[src/rtl/branch_queue.sv]
//------------------------------------------------------------------------------
// branch_queue : circular tracker for in-flight branches, predictor update and mispredict flush
// Revision     : 1.0
//------------------------------------------------------------------------------
`default_nettype none

module branch_queue #(
  parameter int DEPTH      = 8,
  parameter int ADDR_WIDTH = 32,
  parameter int TAG_WIDTH  = 3
) (
  input  logic                  clk_in,
  input  logic                  rst_in,
  input  logic                  rdy_in,
  input  logic                  disp_bq_en_in,
  input  logic [ADDR_WIDTH-1:0] disp_bq_pc_in,
  input  logic [ADDR_WIDTH-1:0] disp_bq_target_in,
  input  logic                  disp_bq_taken_in,
  output logic [TAG_WIDTH-1:0]  bq_disp_tag_out,
  output logic                  bq_disp_full_out,
  input  logic                  alu_bq_en_in,
  input  logic [TAG_WIDTH-1:0]  alu_bq_tag_in,
  input  logic                  alu_bq_taken_in,
  input  logic                  rob_bq_commit_in,
  output logic                  bq_bp_en_out,
  output logic                  bq_bp_correct_out,
  output logic [ADDR_WIDTH-1:0] bq_bp_pc_out,
  output logic                  bq_flush_out,
  output logic [ADDR_WIDTH-1:0] bq_if_pc_out
);

  localparam logic [TAG_WIDTH:0]    c_full_count = (TAG_WIDTH+1)'(DEPTH);
  localparam logic [ADDR_WIDTH-1:0] c_pc_step    = ADDR_WIDTH'(4);
  localparam logic [TAG_WIDTH-1:0]  c_tag_one    = TAG_WIDTH'(1);
  localparam logic [TAG_WIDTH:0]    c_count_one  = (TAG_WIDTH+1)'(1);

  typedef enum logic [0:0] {
    ST_NORMAL = 1'b0,
    ST_FLUSH  = 1'b1
  } state_t;

  state_t r_state;
  state_t w_state_next;

  logic [DEPTH-1:0]      r_valid;
  logic [DEPTH-1:0]      r_resolved;
  logic [DEPTH-1:0]      r_pred;
  logic [DEPTH-1:0]      r_actual;
  logic [ADDR_WIDTH-1:0] r_pc     [DEPTH];
  logic [ADDR_WIDTH-1:0] r_target [DEPTH];

  logic [TAG_WIDTH-1:0]  r_head;
  logic [TAG_WIDTH-1:0]  r_tail;
  logic [TAG_WIDTH:0]    r_count;

  logic                  w_full;
  logic                  w_alloc;
  logic                  w_resolve;
  logic                  w_commit;
  logic                  w_mispredict;
  logic [ADDR_WIDTH-1:0] w_redirect_pc;

  // Every decision below looks only at registered state, so a same-cycle
  // resolve or commit never feeds into this cycle's allocate/commit choice.
  assign w_full        = (r_count == c_full_count) || (r_state == ST_FLUSH);
  assign w_alloc       = rdy_in && disp_bq_en_in && !w_full;
  assign w_resolve     = rdy_in && alu_bq_en_in && (r_state == ST_NORMAL) && r_valid[alu_bq_tag_in];
  assign w_commit      = rdy_in && rob_bq_commit_in && (r_state == ST_NORMAL)
                         && r_valid[r_head] && r_resolved[r_head];
  assign w_mispredict  = w_commit && (r_pred[r_head] != r_actual[r_head]);
  assign w_redirect_pc = r_actual[r_head] ? r_target[r_head] : (r_pc[r_head] + c_pc_step);

  assign bq_disp_full_out = w_full;
  assign bq_disp_tag_out  = r_tail;

  always_ff @(posedge clk_in) begin
    if (!rst_in) begin
      r_state <= ST_NORMAL;
    end else begin
      r_state <= w_state_next;
    end
  end

  always_comb begin
    w_state_next = r_state;
    case (r_state)
      ST_NORMAL: if (w_mispredict) w_state_next = ST_FLUSH;
      ST_FLUSH:  if (rdy_in)       w_state_next = ST_NORMAL;
      default:                     w_state_next = ST_NORMAL;
    endcase
  end

  always_ff @(posedge clk_in) begin
    if (!rst_in) begin
      r_head  <= '0;
      r_tail  <= '0;
      r_count <= '0;
    end else if (w_mispredict) begin
      r_head  <= '0;
      r_tail  <= '0;
      r_count <= '0;
    end else begin
      if (w_alloc)  r_tail <= r_tail + c_tag_one;
      if (w_commit) r_head <= r_head + c_tag_one;
      case ({w_alloc, w_commit})
        2'b10:   r_count <= r_count + c_count_one;
        2'b01:   r_count <= r_count - c_count_one;
        default: r_count <= r_count;
      endcase
    end
  end

  // Status flags; a commit's head slot and the allocation's tail slot can only
  // coincide when the queue is full, in which case the allocation is refused.
  always_ff @(posedge clk_in) begin
    if (!rst_in) begin
      r_valid    <= '0;
      r_resolved <= '0;
      r_pred     <= '0;
      r_actual   <= '0;
    end else if (w_mispredict) begin
      r_valid    <= '0;
    end else begin
      if (w_resolve) begin
        r_resolved[alu_bq_tag_in] <= 1'b1;
        r_actual[alu_bq_tag_in]   <= alu_bq_taken_in;
      end
      if (w_commit) begin
        r_valid[r_head] <= 1'b0;
      end
      if (w_alloc) begin
        r_valid[r_tail]    <= 1'b1;
        r_resolved[r_tail] <= 1'b0;
        r_pred[r_tail]     <= disp_bq_taken_in;
      end
    end
  end

  always_ff @(posedge clk_in) begin
    if (w_alloc) begin
      r_pc[r_tail]     <= disp_bq_pc_in;
      r_target[r_tail] <= disp_bq_target_in;
    end
  end

  always_ff @(posedge clk_in) begin
    if (!rst_in) begin
      bq_bp_en_out      <= 1'b0;
      bq_bp_correct_out <= 1'b0;
      bq_bp_pc_out      <= '0;
      bq_flush_out      <= 1'b0;
      bq_if_pc_out      <= '0;
    end else begin
      bq_bp_en_out <= w_commit;
      bq_flush_out <= w_mispredict;
      if (w_commit) begin
        bq_bp_pc_out      <= r_pc[r_head];
        bq_bp_correct_out <= (r_pred[r_head] == r_actual[r_head]);
      end
      if (w_mispredict) begin
        bq_if_pc_out <= w_redirect_pc;
      end
    end
  end

endmodule

`default_nettype wire
[config.mk]
export PLATFORM = sky130hd
export DESIGN_NAME = branch_queue
export DESIGN_NICKNAME = d
export VERILOG_FILES = /design/src/rtl/branch_queue.sv
export SDC_FILE = /design/constraint.sdc
export NUM_CORES = 1
export LEC_CHECK = 0
export CORE_MARGIN = 2
export CORE_UTILIZATION = 41
export CTS_BUF_LIST = sky130_fd_sc_hd__clkbuf_8
export CTS_CLUSTER_SIZE = 25
export DETAILED_ROUTE_END_ITERATION = 8
export GPL_TIMING_DRIVEN = 0
export PLACE_DENSITY = 0.67
export SLEW_MARGIN = 30
export SYNTH_ARGS = -nofsm -noshare
export SYNTH_HDL_FRONTEND = slang
export SYNTH_SLANG_ARGS = --single-unit
[constraint.sdc]
create_clock -name clk_in -period 9.9 [get_ports clk_in]
set_input_delay 1.98 -clock clk_in [delete_from_list [all_inputs] [get_ports clk_in]]
set_output_delay 1.98 -clock clk_in [all_outputs]
set_load 0.005 [all_outputs]
==> metrics, run 1 <==
Initial Util 41.6%; minimum clock period roughly 5000 ps; grt ovf 0; fin nets 1775; Peak supply drop 94.2 uV; die height roughly 250 um; synth cell count leaders edfxtp_1, mux4_2, dfxtp_1, nor2_1, nand2_1; initial antenna violation count 7; synth unique cells slightly above 60; RD Place Congestion 0.889; Critical Path Source Type primary input; # IOs 146; Mean Syn Cell Area 17.6 um^2; M2 GR Usage 31.7%; final instance area roughly 30000 um^2; RSZ-0062 raised after global routing no; first-pass GRT wire length 91200 um; share of cells above drive strength 1 approximately a fifth; final worst setup slack 4790 ps; CTS tree done; largest net degree at the start of global routing 19; final worst-path cycle share 51.6%; leakage 9.57 nW; Final Hold Fails 0; DRC errors left 0; Routed Wire Length 61900 um; root buffer cell clkbuf_8; Critical Path Sink Type flop; Cell Pwr Density 174 nW/um^2; CTS Buf Count 101; met3 Use GR 5.14%; clk sinks 625; Die ar. 61900 um^2; Hold WC Path Type flop to flop; Cell Rows 89; Yosys reg bits 625; DRT antenna net count 0; number of global-route vias before repair 14162; clk_lat worst skew 700 ps; EDFF count, synth 512; post-place setup slack 4110 ps; Core ar. 59100 um^2; post-synthesis async set-or-reset flop share 0%; met1 Track Usage GR 27.2%; critical path class primary input to flop; placed cells 2364; H-Tree Level Count 3; Synth area leader edfxtp_1; main flop type after synthesis edfxtp_1; skew final approximately 27 ps; DP Area 27900 um^2; outcome completed; post-route insts no fill 2549; CP required around 10000 ps; Final Util 50.5%; drt pass-1 iters 8; Synth Cell Area about 25000 um^2; Post-Synthesis Cells 1398; Worst Tran Pin Value 972 ps; Max Clk Rate 196 MHz; most frequent cell after synthesis edfxtp_1; Arr. time, crit path 5680 ps; vias per cell 5.52; syn_nets 1479; drt initial violations 1382; Slew HR 34.8%; die width between 200 and 250 um; per-cell routed wire length 24.3 um; all-layer global routing usage 20.0%; peak fanout along the critical path 11; PortBufs 143; Clock Path Buffers 3; Setup violations, final 0; Syn. warnings 0; top cell type's share of synthesized area 62.6%; hold_buf cts 0; max-capacitance violation count 0; max-slew violation count 0; number of setup buffers added after CTS 0; final hold slack ~470 ps; area delta synth->final 21.5%; Clock transition at path regs 50 ps; routed vias 14059; post-cts sizing count 0; GRT busiest layer met2; hpwl dp 44000 um; Synth area leaders edfxtp_1, mux4_2, dfxtp_1; Seq/Total Area, Yosys 71.8%
-- cells in the final DEF (no fill, tap or decap), types with 5 or more instances in the layout --
master	Yosys	routed
a211oi_1	17	17
a21oi_1	55	55
a221oi_1	7	7
buf_1	6	6
buf_16	0	24
buf_2	15	15
buf_4	2	22
buf_6	6	9
bufinv_16	0	6
clkbuf_1	42	42
clkbuf_8	0	108
clkdlybuf4s50_1	0	143
clkinv_1	0	20
clkinv_2	0	19
dfxtp_1	113	113
edfxtp_1	512	512
ha_1	6	6
inv_1	14	42
mux2_2	17	17
mux2i_1	72	72
mux4_1	5	5
mux4_2	121	121
nand2_1	75	75
nand2b_1	12	12
nand3_1	29	29
nand3b_1	5	5
nand4_1	5	5
nor2_1	91	85
nor2_4	0	6
nor2b_1	5	5
nor3_1	13	11
o211a_1	8	8
o211ai_1	17	17
o21ai_0	23	23
or3_1	10	10
xnor2_1	21	21
xor2_1	18	18
-- cells by family (layout without fill, tap and decap cells) --
kind of cell	Yosys count	count (layout)	share of synthesized area, %
other	0	2	0
buffers and inverters	91	467	1.88
adders and majority gates	6	6	0.305
muxes	217	217	15.4
xor gates and xnor gates	39	39	1.39
DFF	625	625	71.8
and+or+nand+nor	268	268	5.21
AOI/OAI and AO/OA	152	152	3.99
-- flip-flops by register name, summed over array words and instances, names as in the netlist, named ones only --
register           count
bq_bp_pc_out          32
r_pred                 8
r_state                1
r_head                 3
r_actual               8
r_pc                 256
r_resolved             8
bq_bp_correct_out      1
bq_bp_en_out           1
r_count                4
r_target             256
bq_disp_tag_out        3
r_valid                8
bq_if_pc_out          32
bq_flush_out           1
-- power by group --
part	internal, mW	leakage [nW]	switching [mW]
Sequential	2.86	5.54	0.00619
Combinational	0.0601	2.92	0.0894
Clock	1.16	1.12	1.00
Total	4.09	9.57	1.10
-- final cells by class --
type	instances	area (um^2)
multi-input cells	682	6530
flip-flops and latches	625	17600
plain buffers	75	403
repair buffers	193	2310
fillers	4760	29300
diodes	2	5.00
clock inverters	75	470
well taps	773	967
clock buffers	108	1490
inverters	16	60.1
-- worst paths after layout --
kind / cells past startpoint / slack [ps] / to / start
worst min register to register: 2 / 470 / r_pred[4] / r_pred[4]
worst max register to register: 14 / 5630 / r_count[2] / r_head[2]
worst min-delay path: 2 / 470 / r_pred[4] / r_pred[4]
worst max-delay path: 14 / 4790 / r_count[2] / rdy_in
-- layer usage --
metal	up-vias	part of all wire [%]
met5	-	0.13
met4	12	2.2
met3	110	8.2
met2	563	47
met1	7205	42
li1	6169	-
-- stage by stage --
step / TNS, ps / power, mW
finish: 0 / 5.18
detailed placement: 0 / 3.07
global route: 0 / 5.34
global placement: -418670 / 3.07
CTS: 0 / 5.22
floorplan: 0 / 2.98
-- worst max-delay path: stages --
cell and delay (ps):
clkdlybuf4s50_1 480, nor2b_1 240, nand2_1 140, a221oi_2 540, clkbuf_1 510, clkbuf_1 610
ha_1 370, xor2_1 90, ha_1 180, a21oi_1 140, xor2_1 160, nor2_1 60
xnor2_1 130, nor2_1 50
No activity file was read; power rests on OpenSTA's default activity.
==> run 2: changes to the inputs <==
--- a/config.mk
+++ b/config.mk
@@ -11,7 +11,7 @@
 export CTS_CLUSTER_SIZE = 25
 export DETAILED_ROUTE_END_ITERATION = 8
 export GPL_TIMING_DRIVEN = 0
-export PLACE_DENSITY = 0.67
+export PLACE_DENSITY = 0.7
 export SLEW_MARGIN = 30
 export SYNTH_ARGS = -nofsm -noshare
 export SYNTH_HDL_FRONTEND = slang
==> constraint.sdc (replaced) <==
create_clock -name clk_in -period 4.6 [get_ports clk_in]
set_input_delay 0.92 -clock clk_in [delete_from_list [all_inputs] [get_ports clk_in]]
set_output_delay 0.92 -clock clk_in [all_outputs]
set_load 0.005 [all_outputs]
==> metrics, run 2 (synthesis gave the netlist of run 1 again) <==
outcome completed; clk sinks around 630; clk_lat worst skew about 670 ps; Post-Route Setup TNS 0 ps; grt ovf 0; R2R Path End r_count[2]; Hold WC Path Type flop to flop; minimum clock period 4230 ps; # IOs about 150; Slew HR between 30% and 40%; hold endpoint bq_bp_correct_out; CTS tree done; drt initial violations around 1500; hold_buf cts 0; final worst setup slack 371 ps; PortBufs 143; die width 249 um; post-cts sizing count 0; most frequent cells in the layout edfxtp_1, clkdlybuf4s50_1, mux4_2; drt pass-1 iters 5; Logic pwr share under 10%; Critical Path Source Type flop; Clk network pwr share 40.2%; Initial Util 41.6%; hold path start bq_bp_correct_out; number of global-route vias before repair 14153; post-place setup slack -82.8 ps; Arr. time, crit path between 4000 and 5000 ps; reg2reg path depth 14; R2R setup slack between 300 and 400 ps; Peak supply drop about 240 uV; vias per cell 5.55; Critical Path Sink Type flop; critical path cell sequence clkbuf_1 -> a311oi_1 -> a311o_1 -> a221oi_2 -> clkbuf_1 -> clkbuf_1 -> ha_1 -> xor2_1 -> ha_1 -> a21oi_1 -> xor2_1 -> nor2_1 -> xnor2_1 -> nor2_1; Clock Path Buffers 3; Setup violations, final 0; Sw Share between 20% and 30%; max-slew violation count 0; Pwr Total roughly 11 mW; sequential group share of total power between 50% and 60%; share of cells above drive strength 1 20.3%; CP required 5140 ps; Worst Tran Pin Value ~960 ps; Die ar. 61900 um^2; slowest CP cell a221oi_2; RSZ-0062 raised after global routing no; root buffer cell clkbuf_8; routed vias 14088; WHS Path Cells 2; RD Place Congestion 0.902; critical path class flop to flop; die height 249 um; Cell Pwr Density 366 nW/um^2; Core ar. 59100 um^2; peak fanout along the critical path 11; most frequent CP cell clkbuf_1; Routed Wire Length 62700 um; max-capacitance violation count 0; reg-to-reg startpoint r_head[2]; first-pass GRT wire length 91600 um; crit path launch r_head[2]; Top Registers r_pc x256, r_target x256; Net Switching 2.34 mW; cell-internal power approximately 8.5 mW; number of setup buffers added after CTS 0; DP Area 27900 um^2; area delta synth->final 21.0%; Cell Rows 89; leakage around 9.5 nW; commonest non-fill, non-tap cell in the layout edfxtp_1; slowest stage delay, CP 630 ps; initial antenna violation count 5; DRT antenna net count 0; Final Hold Fails 0; skew final 27.2 ps; hpwl dp 44300 um; H-Tree Level Count 3; Clock transition at path regs approximately 60 ps; per-cell routed wire length approximately 25 um; largest net degree at the start of global routing 19; Max Clk Rate 236 MHz; final instance area 29700 um^2; CTS Buf Count 100; all-layer global routing usage between 20% and 30%; buffers plus inverters on the worst setup path 3; Worst path top cell family by delay buffers and inverters; final worst-path cycle share a little over 90%; fin nets 1765; DRC errors left 0
==> run 2: worst reg2reg max path: stages (launching register included) <==
cell and delay [ps]:
dfxtp_1 320, clkbuf_1 370, a311oi_1 170, a311o_1 350
a221oi_2 630, clkbuf_1 480, clkbuf_1 560, ha_1 380
xor2_1 100, ha_1 180, a21oi_1 150, xor2_1 160
nor2_1 70, xnor2_1 150, nor2_1 50
==> run 2: power by group through the flow <==
stage | logic [mW] | clock network [mW] | registers (mW)
finish | 0.323 | 4.38 | 6.18
global route | 0.345 | 4.69 | 6.18
CTS | 0.321 | 4.46 | 6.18
detailed placement | 0.318 | 0 | 6.30
global placement | 0.288 | 0 | 6.30
floorplan | 0.119 | 0 | 6.30
==> run 2: layout make-up <==
type / instances / area, um^2
Fill cell: 4758 / 29400
Buffer: 75 / 403
Sequential cell: 625 / 17600
Multi-Input combinational cell: 682 / 6540
Clock inverter: 78 / 387
Antenna cell: 1 / 2.50
Clock buffer: 106 / 1460
Tap cell: 773 / 967
Timing Repair Buffer: 184 / 2290
Inverter: 16 / 60.1
==> run 2: stage by stage <==
stage | hold slack (ps) | std cells | util (%)
5_1_grt | 494 | 2540 | 50.3
3_5_place_dp | 470 | 2354 | 47.2
3_3_place_gp | 462 | 2314 | 45.6
6_report | 481 | 2540 | 50.3
4_1_cts | 479 | 2538 | 50.3
2_1_floorplan | 444 | 1398 | -
==> run 2: how the worst max path moves through the flow <==
stage | to | slack [ps] | cells past startpoint
5_1_grt | r_count[2] | 120 | 14
3_5_place_dp | r_count[2] | -80 | 14
4_1_cts | bq_if_pc_out[4] | 400 | 9
3_3_place_gp | r_resolved[3] | -4380 | 7
6_report | r_count[2] | 370 | 14
2_1_floorplan | r_resolved[4] | -250 | 6
==> run 2: layer usage <==
metal	vias to the layer above	wire [um]	share of wire [%]	global-route usage [%]
met1	7161	25200	40	26.2
met2	658	29600	47	32.0
met4	8	1730	2.8	6.15
li1	6140	-	-	-
met5	-	50	0.080	0
met3	121	6160	9.8	6.59
